$ cat src/rtl/addsub_seq_if.sv
// Request/response bundle for addsub_seq: operand request channel in,
// registered result channel out, both valid/ready.
interface addsub_seq_if #(
    parameter int unsigned WIDTH = 8
);
    logic             in_valid;
    logic             in_ready;
    logic [WIDTH-1:0] op_a;
    logic [WIDTH-1:0] op_b;
    logic [1:0]       op_sel;
    logic             out_valid;
    logic             out_ready;
    logic [WIDTH-1:0] result;
    logic             of_flag;

    // Upstream producer / downstream consumer side.
    modport master (
        output in_valid, op_a, op_b, op_sel, out_ready,
        input  in_ready, out_valid, result, of_flag
    );

    // Block side.
    modport slave (
        input  in_valid, op_a, op_b, op_sel, out_ready,
        output in_ready, out_valid, result, of_flag
    );
endinterface

$ cat src/rtl/addsub_seq.sv
// Sequential add/subtract/accumulate front end. Three-state FSM:
// IDLE captures a request, EXEC computes and registers the result,
// HOLD presents it until the consumer accepts. Sticky overflow for polling.
module addsub_seq #(
    parameter int unsigned WIDTH = 8
) (
    input  logic           clk,
    input  logic           rst_n,
    addsub_seq_if.slave    bus,
    input  logic           clear_sticky,
    output logic           sticky_of
);
    localparam int unsigned Msb = WIDTH - 1;

    localparam logic [1:0] OpAdd = 2'b00;
    localparam logic [1:0] OpSub = 2'b01;
    localparam logic [1:0] OpAcc = 2'b10;
    localparam logic [1:0] OpClr = 2'b11;

    typedef enum logic [1:0] {StIdle, StExec, StHold} state_e;

    state_e           state_q;
    logic [WIDTH-1:0] a_q;
    logic [WIDTH-1:0] b_q;
    logic [1:0]       sel_q;
    logic [WIDTH-1:0] acc_q;
    logic             in_ready_q;
    logic             out_valid_q;
    logic [WIDTH-1:0] result_q;
    logic             of_q;
    logic             sticky_q;

    logic [WIDTH-1:0] calc_r;
    logic             calc_of;

    assign bus.in_ready  = in_ready_q;
    assign bus.out_valid = out_valid_q;
    assign bus.result    = result_q;
    assign bus.of_flag   = of_q;
    assign sticky_of     = sticky_q;

    // Datapath: result and signed overflow from the captured operands.
    always_comb begin
        calc_r  = '0;
        calc_of = 1'b0;
        unique case (sel_q)
            OpAdd: begin
                calc_r  = a_q + b_q;
                calc_of = (a_q[Msb] == b_q[Msb]) && (calc_r[Msb] != a_q[Msb]);
            end
            OpSub: begin
                // Invert-and-increment keeps the overflow rule valid for b = most-negative.
                calc_r  = a_q + ~b_q + WIDTH'(1);
                calc_of = (a_q[Msb] != b_q[Msb]) && (calc_r[Msb] != a_q[Msb]);
            end
            OpAcc: begin
                calc_r  = acc_q + a_q;
                calc_of = (acc_q[Msb] == a_q[Msb]) && (calc_r[Msb] != acc_q[Msb]);
            end
            OpClr: begin
                calc_r  = '0;
                calc_of = 1'b0;
            end
            default: begin
                calc_r  = '0;
                calc_of = 1'b0;
            end
        endcase
    end

    // Control FSM with registered handshake outputs, accumulator and sticky flag.
    always_ff @(posedge clk) begin
        if (!rst_n) begin
            state_q     <= StIdle;
            a_q         <= '0;
            b_q         <= '0;
            sel_q       <= OpAdd;
            acc_q       <= '0;
            in_ready_q  <= 1'b1;
            out_valid_q <= 1'b0;
            result_q    <= '0;
            of_q        <= 1'b0;
            sticky_q    <= 1'b0;
        end else begin
            if (clear_sticky) begin
                sticky_q <= 1'b0;
            end
            case (state_q)
                StIdle: begin
                    if (bus.in_valid) begin
                        a_q        <= bus.op_a;
                        b_q        <= bus.op_b;
                        sel_q      <= bus.op_sel;
                        in_ready_q <= 1'b0;
                        state_q    <= StExec;
                    end
                end
                StExec: begin
                    result_q    <= calc_r;
                    of_q        <= calc_of;
                    out_valid_q <= 1'b1;
                    // Later assignment overrides a same-cycle clear_sticky.
                    if (calc_of) begin
                        sticky_q <= 1'b1;
                    end
                    if ((sel_q == OpAcc) || (sel_q == OpClr)) begin
                        acc_q <= calc_r;
                    end
                    state_q <= StHold;
                end
                StHold: begin
                    if (bus.out_ready) begin
                        out_valid_q <= 1'b0;
                        in_ready_q  <= 1'b1;
                        state_q     <= StIdle;
                    end
                end
                default: begin
                    out_valid_q <= 1'b0;
                    in_ready_q  <= 1'b1;
                    state_q     <= StIdle;
                end
            endcase
        end
    end
endmodule

$ cat src/flat_wrapper.sv
// flat-port wrapper written by rule: the top's interface ports become plain ports
module addsub_seq_flat 
#(
    parameter int unsigned WIDTH = 8
)
  (clk, rst_n, clear_sticky, sticky_of, bus_in_valid, bus_op_a, bus_op_b, bus_op_sel, bus_out_ready, bus_in_ready, bus_out_valid, bus_result, bus_of_flag);
  addsub_seq_if #(.WIDTH(WIDTH)) bus_i ();
  input  logic clk;
  input  logic rst_n;
  input  logic clear_sticky;
  output logic sticky_of;
  input wire logic [$bits(bus_i.in_valid)-1:0] bus_in_valid;
  input wire logic [$bits(bus_i.op_a)-1:0] bus_op_a;
  input wire logic [$bits(bus_i.op_b)-1:0] bus_op_b;
  input wire logic [$bits(bus_i.op_sel)-1:0] bus_op_sel;
  input wire logic [$bits(bus_i.out_ready)-1:0] bus_out_ready;
  output wire logic [$bits(bus_i.in_ready)-1:0] bus_in_ready;
  output wire logic [$bits(bus_i.out_valid)-1:0] bus_out_valid;
  output wire logic [$bits(bus_i.result)-1:0] bus_result;
  output wire logic [$bits(bus_i.of_flag)-1:0] bus_of_flag;
  assign bus_i.in_valid = bus_in_valid;
  assign bus_i.op_a = bus_op_a;
  assign bus_i.op_b = bus_op_b;
  assign bus_i.op_sel = bus_op_sel;
  assign bus_i.out_ready = bus_out_ready;
  assign bus_in_ready = bus_i.in_ready;
  assign bus_out_valid = bus_i.out_valid;
  assign bus_result = bus_i.result;
  assign bus_of_flag = bus_i.of_flag;
  addsub_seq #(.WIDTH(WIDTH)) u_core (.clk(clk), .rst_n(rst_n), .bus(bus_i), .clear_sticky(clear_sticky), .sticky_of(sticky_of));
endmodule
$ cat config.mk
export PLATFORM = sky130hd
export DESIGN_NAME = addsub_seq_flat
export DESIGN_NICKNAME = d
export VERILOG_FILES = /design/src/rtl/addsub_seq_if.sv /design/src/rtl/addsub_seq.sv /design/src/flat_wrapper.sv
export SDC_FILE = /design/constraint.sdc
export NUM_CORES = 1
export LEC_CHECK = 0
export ABC_AREA = 0
export CAP_MARGIN = 20
export CORE_MARGIN = 1
export CORE_UTILIZATION = 30
export DETAILED_ROUTE_END_ITERATION = 16
export HOLD_SLACK_MARGIN = 0.12
export PLACE_DENSITY_LB_ADDON = 0.15
export SYNTH_ARGS = -nofsm -noshare
export SYNTH_HDL_FRONTEND = slang
export SYNTH_SLANG_ARGS = --single-unit
$ cat constraint.sdc
create_clock -name clk -period 5.2 [get_ports clk]
set_clock_uncertainty 0.05 [all_clocks]
set_input_delay 0.52 -clock clk [delete_from_list [all_inputs] [get_ports clk]]
set_output_delay 0.52 -clock clk [all_outputs]
set_load 0.005 [all_outputs]
==> out/qor.csv <==
metric,value,unit
Util after Layout,37.63,%
global-route wire length before repair,9984,microns
CORE AREA,8299,sq um
Fmax,423.4,MHz
WS Path Type,flip-flop to flip-flop,
share of layout cells above drive strength 1,5.814,%
worst path cell trace,"ha_1, fa_1, a211oi_1, o21bai_1, a21oi_1, xor2_1, o21ai_0, a32o_1",
worst rel slew slack,35.47,%
post-route worst setup slack,2.838,ns
Yosys Warn Count,0,
Detail Route Antenna Nets,0,
Crit. End Element,flip-flop,
Worst Path Required,5.33,ns
dpl cells,442,
final non-filler cell total,449,
mapped cell area,2606,sq um
num rows,33,
footprint of the multi-input gates,1679,sq um
"EDFF count, synth",0,
MaxCap Viol Count,0,
gr ovfl total,0,
post-synth cell types,50,
routed wire length per instance,13.29,microns
Final setup viols,0,
CP Max Fanout,4,
Synth Net Count,365,
Initial Utilization,31.40,%
outcome,finished clean,
CP startpoint kind,flip-flop,
"Power, Total",0.7259,mW
filler cell count,871,
Synth Instances,318,
1st-iter DRT viols,72,
final hold viol count,0,
largest net degree at the start of global routing,44,
most common cell in the netlist,nand2_1,
"Clk pin slew, worst setup/hold paths",0.07,ns
placed inst area,3027,sq um
CP top delay family,compound AO/OA/AOI/OAI gates,
Post-synth top cells,"53 x nand2_1, 40 x dfxtp_1, 21 x ha_1, 16 x o21ai_0",
hold path depth,2,
Sequential cell area,800.8,sq um
clk_lat worst skew,0.29,ns
1st-pass router iterations,4,
IO Port Bufs,34,
Post-CTS Hold Fix Bufs,0,
Clock Sinks,40,
vias per std cell,4.913,
Die Width,95.21,microns
die height,95.21,microns
nets,391,
routed wire length,5965,microns
DP Worst Slack,2.887,ns
critical path depth,8,
final setup TNS,0,ns
Overall Global Routing Usage,14.33,%
CP max-delay cell,fa_1,
htree depth,2,
Bufs and invs on worst path,0,
initial antenna violation count,0,
period utilisation layout,45.42,%
gpl congestion,0.7484,
maximum vdd ir drop,0.00009094,V
"flops & latches, synth",40,
top_reg_cell synth,dfxtp_1,
Synth async-reset ratio,0,%
register area share after synthesis,30.72,%
CTS tree,done,
Detailed Place HPWL,4476,microns
Final min period,2.362,ns
Die Footprint,9064,sq um
cts repair resizes,0,
I/O Pins,35,
Slew Limit Fails,0,
total CTS buffers,5,
DRC Markers,0,
Synth top area share,30.72,%
root buffer cell,clkbuf_8,
# diodes,0,
Slowest Stage Delay on Critical Path,0.44,ns
Synth area leader,dfxtp_1,
Longest Clk Path Bufs,2,
worst r2r path cells,8,
Fin Hold WS,0.4230,ns
postcts setup bufs,0,
Slew @ Worst Pin,0.9666,ns
vias,2206,
P_leak,1.230,nW
cell area after layout,3123,sq um
largest cells by area after synthesis,"dfxtp_1 31%, ha_1 10%, nand2_1 7.6%",
RSZ-0062 raised after global routing,no,
vias in the first global route,2035,
WP data arrival,2.50,ns
pwr dens,232.4,nW/um^2
Avg Inst Size Synth,8.196,sq um
HP Class,flip-flop to flip-flop,
Area Growth Syn to Fin,19.83,%
==> worst paths after layout <==
check,startpoint,to,slack (ns)
setup / recovery,u_core.a_q[0],u_core.bus.result[6],2.84
hold / removal,u_core.acc_q[3],u_core.acc_q[3],0.42
setup reg to reg,u_core.a_q[0],u_core.bus.result[6],2.84
hold reg to reg,u_core.acc_q[3],u_core.acc_q[3],0.42
==> power by group <==
| group | switching (mW) | internal (mW) |
|---|---|---|
| clock network | 0.106 | 0.118 |
| logic | 0.0764 | 0.0813 |
| registers | 0.0217 | 0.322 |
==> per-layer routing <==
metal  GRT usage [%]  routed length (microns)  share of wire (%)
met1           20.12                     3118                 52
met2           22.26                     2550                 43
met3           2.552                      227                3.8
met4           4.167                       70                1.2
met5               0                        0                  0
==> logic make-up (layout without fill, tap and decap cells) <==
kind of cell	Yosys count	count (layout)	share of synthesized area (%)
compound gates	98	98	26.69
fa+ha+maj	24	24	12.39
simple gates	109	109	19.97
flops	40	40	30.72
xor+xnor	9	9	3.025
mux	6	6	2.352
buf+inv	32	58	4.849
==> worst register-to-register path: stages (launching register included) <==
cell      delay (ns)
dfxtp_1         0.35
ha_1            0.24
fa_1            0.44
a211oi_1        0.34
o21bai_1        0.13
a21oi_1         0.18
xor2_1          0.20
o21ai_0         0.10
a32o_1          0.24
==> registers in the layout, indices dropped and copies added, names as in the netlist <==
signal                cells
u_core.b_q                8
u_core.sel_q              2
u_core.bus.in_ready       1
u_core.bus.result         8
u_core.state_q            2
u_core.acc_q              8
u_core.sticky_of          1
u_core.a_q                8
u_core.bus.out_valid      1
u_core.bus.of_flag        1
==> layout make-up <==
cell class | count | share of cell area, %
clock buffers | 7 | 3.085
flip-flops and latches | 40 | 25.64
inverters | 14 | 1.683
well taps | 105 | 4.207
multi-input cells | 246 | 53.77
repair buffers | 37 | 11.62
==> cells in the final DEF, fill, tap and decap left out, types with 6 or more instances in the layout <==
| cell | instances |
|---|---|
| a211oi_1 | 6 |
| a21boi_0 | 15 |
| a21oi_1 | 15 |
| clkbuf_8 | 7 |
| clkdlybuf4s50_1 | 34 |
| dfxtp_1 | 40 |
| ha_1 | 21 |
| inv_1 | 14 |
| nand2_1 | 53 |
| nand2b_1 | 7 |
| nor2_1 | 10 |
| nor2b_1 | 11 |
| o21ai_0 | 16 |
| xnor2_1 | 6 |
No activity file was read; power rests on OpenSTA's default activity.
